`src/rtl/prog_loader.sv`:
```
// prog_loader: parses a framed byte stream (A5, count, count x 4 bytes MSB first) into 32-bit
// instruction-memory writes, holding the core in reset until the load completes.
// Define PROG_LOADER_CHECKSUM_EN to require a trailing XOR checksum byte over the data bytes.
module prog_loader #(
    parameter int unsigned ADDR_W    = 10,
    parameter int unsigned MAX_WORDS = 1024
) (
    input  logic              clk,
    input  logic              rst,
    input  logic              rx_valid,
    input  logic [7:0]        rx_data,
    output logic              rx_ready,
    output logic              im_we,
    output logic [ADDR_W-1:0] im_addr,
    output logic [31:0]       im_wdata,
    output logic              core_rst,
    output logic              done,
    output logic              err
);

    localparam logic [7:0]  MAGIC = 8'hA5;
    localparam int unsigned CNT_W = 16;
    // One extra index bit so that count == 2**ADDR_W terminates without wrapping
    localparam int unsigned IDX_W = ADDR_W + 1;
    localparam int unsigned CMP_W = (IDX_W > CNT_W + 1) ? IDX_W : CNT_W + 1;

    typedef enum logic [2:0] {
        IDLE,
        LEN_HI,
        LEN_LO,
        DATA,
        WRITE,
`ifdef PROG_LOADER_CHECKSUM_EN
        CHK,
`endif
        DONE,
        ERR
    } state_t;

`ifdef PROG_LOADER_CHECKSUM_EN
    localparam state_t AFTER_DATA = CHK;
`else
    localparam state_t AFTER_DATA = DONE;
`endif

    state_t            state_q, state_d;
    logic [CNT_W-1:0]  count_q, count_d;
    logic [IDX_W-1:0]  idx_q, idx_d;
    logic [1:0]        nbyte_q, nbyte_d;
    logic [31:0]       asm_q, asm_d;
`ifdef PROG_LOADER_CHECKSUM_EN
    logic [7:0]        csum_q, csum_d;
`endif

    logic              rx_ready_d, im_we_d, core_rst_d, done_d, err_d;
    logic [ADDR_W-1:0] addr_d;
    logic [31:0]       wdata_d;

    logic              accept;
    logic [CNT_W-1:0]  len;
    logic [31:0]       word;
    logic [IDX_W-1:0]  idx_inc;

    assign accept  = rx_valid & rx_ready;
    assign len     = {count_q[CNT_W-1:8], rx_data};
    assign word    = {asm_q[23:0], rx_data};
    assign idx_inc = idx_q + IDX_W'(1);

    // State register
    always_ff @(posedge clk or posedge rst) begin
        if (rst) state_q <= IDLE;
        else     state_q <= state_d;
    end

    // Next-state, datapath and registered-output next values
    always_comb begin
        state_d    = state_q;
        count_d    = count_q;
        idx_d      = idx_q;
        nbyte_d    = nbyte_q;
        asm_d      = asm_q;
        addr_d     = im_addr;
        wdata_d    = im_wdata;
`ifdef PROG_LOADER_CHECKSUM_EN
        csum_d     = csum_q;
`endif
        rx_ready_d = 1'b1;
        im_we_d    = 1'b0;
        core_rst_d = 1'b1;
        done_d     = 1'b0;
        err_d      = 1'b0;

        case (state_q)
            IDLE, DONE, ERR: begin
                // Only the magic byte starts a load; anything else is dropped
                if (accept && rx_data == MAGIC) begin
                    state_d = LEN_HI;
                    count_d = '0;
                    idx_d   = '0;
                    nbyte_d = '0;
`ifdef PROG_LOADER_CHECKSUM_EN
                    csum_d  = '0;
`endif
                end
            end
            LEN_HI: begin
                if (accept) begin
                    count_d = {rx_data, 8'h00};
                    state_d = LEN_LO;
                end
            end
            LEN_LO: begin
                if (accept) begin
                    count_d = len;
                    if (CMP_W'(len) > CMP_W'(MAX_WORDS)) state_d = ERR;
                    else if (len == '0)                  state_d = AFTER_DATA;
                    else                                 state_d = DATA;
                end
            end
            DATA: begin
                if (accept) begin
                    asm_d   = word;
                    nbyte_d = nbyte_q + 2'd1;
`ifdef PROG_LOADER_CHECKSUM_EN
                    csum_d  = csum_q ^ rx_data;
`endif
                    if (nbyte_q == 2'd3) begin
                        state_d = WRITE;
                        addr_d  = ADDR_W'(idx_q);
                        wdata_d = word;
                    end
                end
            end
            WRITE: begin
                idx_d   = idx_inc;
                state_d = (CMP_W'(idx_inc) == CMP_W'(count_q)) ? AFTER_DATA : DATA;
            end
`ifdef PROG_LOADER_CHECKSUM_EN
            CHK: begin
                if (accept) state_d = (rx_data == csum_q) ? DONE : ERR;
            end
`endif
            default: state_d = IDLE;
        endcase

        // Status outputs follow the state being entered so they register in step with it
        rx_ready_d = (state_d != WRITE);
        im_we_d    = (state_d == WRITE);
        core_rst_d = (state_d != DONE);
        done_d     = (state_d == DONE);
        err_d      = (state_d == ERR);
    end

    // Datapath and output registers
    always_ff @(posedge clk or posedge rst) begin
        if (rst) begin
            count_q  <= '0;
            idx_q    <= '0;
            nbyte_q  <= '0;
            asm_q    <= '0;
`ifdef PROG_LOADER_CHECKSUM_EN
            csum_q   <= '0;
`endif
            rx_ready <= 1'b1;
            im_we    <= 1'b0;
            im_addr  <= '0;
            im_wdata <= '0;
            core_rst <= 1'b1;
            done     <= 1'b0;
            err      <= 1'b0;
        end else begin
            count_q  <= count_d;
            idx_q    <= idx_d;
            nbyte_q  <= nbyte_d;
            asm_q    <= asm_d;
`ifdef PROG_LOADER_CHECKSUM_EN
            csum_q   <= csum_d;
`endif
            rx_ready <= rx_ready_d;
            im_we    <= im_we_d;
            im_addr  <= addr_d;
            im_wdata <= wdata_d;
            core_rst <= core_rst_d;
            done     <= done_d;
            err      <= err_d;
        end
    end

endmodule

```
`config.mk`:
```
export PLATFORM = sky130hd
export DESIGN_NAME = prog_loader
export DESIGN_NICKNAME = d
export VERILOG_FILES = /design/src/rtl/prog_loader.sv
export SDC_FILE = /design/constraint.sdc
export NUM_CORES = 1
export LEC_CHECK = 0
export CAP_MARGIN = 40
export CORE_ASPECT_RATIO = 0.6
export CORE_UTILIZATION = 30
export DETAILED_ROUTE_END_ITERATION = 10
export MAX_ROUTING_LAYER = met4
export PLACE_DENSITY = 0.49
export SKIP_LAST_GASP = 1
export SYNTH_ARGS = -nofsm -noshare
export SYNTH_HDL_FRONTEND = slang
export SYNTH_SLANG_ARGS = --single-unit
```
`constraint.sdc`:
```
create_clock -name clk -period 4.9 [get_ports clk]
set_clock_uncertainty 0.05 [all_clocks]
set_input_delay 1.47 -clock clk [delete_from_list [all_inputs] [get_ports clk]]
set_output_delay 1.47 -clock clk [all_outputs]
set_load 0.05 [all_outputs]
```
==> impl_metrics.yaml <==
sta:
  finalHoldViolCount: 0
  holdWs_ps: 428
  setup_violations: 0
  max_freq_ghz: 0.281
  rsz0062_at_grt: "false"
  fin_crit_ps: 3560
  tightest_slew_ps: 645
  fin_crit_sh_pct: 72.8
  relSlewSlack_pct: 57.0
  slew_violations: 0
  fin_setup_tns_ps: 0
  setup_ws_ps: 1340
min_path:
  min_from: "nbyte_q[1]$_DFFE_PP0P_"
  hold_depth: 2
  holdCritPathClass: "register to register"
  holdPathEnd: "nbyte_q[1]$_DFFE_PP0P_"
detailed_routing:
  ant_nets: 0
  drc_errors: 0
  vias: 3010
  avgViaCountPerCell: 4.73
  first_iter_violations: 228
  drt-pass1-iter-count: 4
  wl_met1_um: 5420
  routed.top_layer: "met4"
  wl_met2_um: 3860
  routedWlPerCell_um: 15.4
  wl_um: 9810
  met3WireLength_um: 471
floorplanning:
  die_h_um: 97.1
  dieArea_um2: 15600
  core_um2: 14600
  ios: 58
  rows: 34
  initial_core_util_pct: 31.0
  die_x_um: 161
global_route:
  grt_usage_pct: 14.0
  grt_pass1_vias: 2977
  antenna_found_initial: 0
  grt_pass1_wl_um: 16600
  grt_max_degree: 56
  grt_overflow: 0
worst_setup_path:
  crit_fanout: 9
  worst_ep_required_time_ps: 5050
  start_kind: "input port"
  reg2reg_slack_ps: 2250
  reg2reg_depth: 7
  critPathKind: "input port to register"
  r2r-end: "done$_DFF_PP0_"
  endpoint_kind: "register"
  reg2reg_from: "idx_q[0]$_DFFE_PP0P_"
  arrival_ps: 3720
yosys:
  synth_edf_count: 0
  synth.avg_cell_area_um2: 12.1
  ys_seq_elements: 103
  yosysWarningCount: 0
  async_flop_share_pct: 100
  synth_nets: 388
  syn_inst: 375
  syn_area_um2: 4520
  synth_flop_cell: "dfrtp_1"
  synth_seq_area_share_pct: 57.0
  synth_cell_types: 52
cts:
  hold_buffers: 0
  clk_latency_ps: 340
  post_cts_resized: 0
  numCtsBuffers: 9
  cts.sinks: 103
  cts-root-buf: "clkbuf_16"
  cts_setup_buffers: 0
  tritoncts: "built"
  clk_pin_slew_ps: 80
  cts_buffer_depth: 2
  htreeDepth: 3
cells_and_area:
  syn_to_final_growth_pct: 24.5
  nNetsFinal: 446
  drive_above_1_share_pct: 23.3
  num_antenna_cells: 0
placed_design:
  port_buffers: 57
  hpwl_um: 6810
  gp_congestion: 0.908
  place_ws_ps: 995
pwr:
  pwr_density_cell_nw_per_um2: 568
  power.total_mw: 3.20
  power_leakage_nw: 2.58
  peakVddDrop_mv: 0.233
job:
  drv_cap: 0
outcome:
  status: "completed"
## power breakdown
part | internal [mW] | switching [mW] | total, mW
combinational | 0.486 | 0.669 | 1.16
sequential | 1.11 | 0.233 | 1.34
clock | 0.360 | 0.343 | 0.703
total | 1.95 | 1.25 | 3.20
## worst max-delay path by stage
stage	end	depth (start not counted)	start	slack, ps
finish	idx_q[5]$_DFFE_PP0P_	8	rx_data[1]	1340
global route	idx_q[9]$_DFFE_PP0P_	8	rx_data[1]	1160
CTS	idx_q[5]$_DFFE_PP0P_	8	rx_data[1]	1360
detailed placement	idx_q[5]$_DFFE_PP0P_	8	rx_data[1]	990
global placement	done$_DFF_PP0_	8	rx_data[1]	1060
floorplan	asm_q[0]$_DFFE_PP0P_	1	rst	680
## cells by family after synthesis
| group | synth area share (%) |
|---|---|
| buffers and inverters | 2.57 |
| DFF | 57.0 |
| and+or+nand+nor | 11.1 |
| AOI/OAI and AO/OA | 6.28 |
| xor gates and xnor gates | 4.04 |
| adders and majority gates | 0.553 |
| muxes | 18.4 |
## sequential cells by signal (all words and copies together) (netlist names)
| name | count |
|---|---|
| im_wdata | 32 |
| asm_q | 24 |
| count_q | 16 |
| idx_q | 11 |
| im_addr | 10 |
| state_q | 3 |
| nbyte_q | 2 |
| core_rst | 1 |
| done | 1 |
| err | 1 |
| im_we | 1 |
| rx_ready | 1 |
## cell usage after synthesis, drive strengths merged (6+ instances only)
cell type / n / area (µm²)
dfrtp: 101 / 2530
nand2: 46 / 180
mux2i: 8 / 80.1
xnor2: 11 / 104
mux2: 67 / 754
nor2: 19 / 71.3
inv: 11 / 41.3
nand3: 6 / 30.0
xor2: 9 / 78.8
clkbuf: 12 / 45.0
o21ai: 26 / 130
## worst max-delay path, cell delays in order
cell,delay [ps]
clkdlybuf4s50_1,400
buf_4,160
or4_1,580
nor3_2,310
and2b_1,290
nor2_1,190
o21ai_0,210
o31ai_1,90
## cell usage in the layout (no fill, tap or decap), types with 2 or more instances in the layout
cell,synthesis,routed
clkbuf_16,0,9
xor2_1,9,9
mux2i_1,8,8
o21ai_0,24,24
nor2_1,19,19
nand4_1,5,5
clkdlybuf4s50_1,0,57
and2_1,2,2
nor3_1,3,3
xnor2_1,10,10
o31ai_1,4,4
nor3b_1,2,2
o21ai_1,2,2
nand2_1,45,45
buf_4,0,6
dfstp_2,2,2
ha_1,2,2
dfrtp_1,101,101
a21oi_1,5,5
nor4_1,2,2
inv_1,10,9
nand3_1,6,6
inv_6,0,3
or4_1,2,2
mux2_2,67,67
## layout make-up
class	instances	area, µm²
tap	198	248
fill	1421	8960
sequential	103	2580
multi-input combinational	244	1830
inverter	11	43.8
timing repair buffer	64	636
clock inverter	6	62.6
clock buffer	10	229
## through the flow
step | util [%] | cell area, µm² | instances
final | 38.6 | 5630 | 636
after global routing | 38.6 | 5630 | 636
after CTS | 38.6 | 5630 | 635
after detailed placement | 36.6 | 5330 | 619
after global placement | 36.5 | 5330 | 618
after floorplan | - | 4520 | 375
## layer usage
metal | up-vias | global-route usage [%]
li1 | 1425 | -
met1 | 1506 | 22.0
met2 | 74 | 17.4
met3 | 5 | 3.71
met4 | 0 | 3.08
met5 | - | -
(Power assumes the default switching activity.)
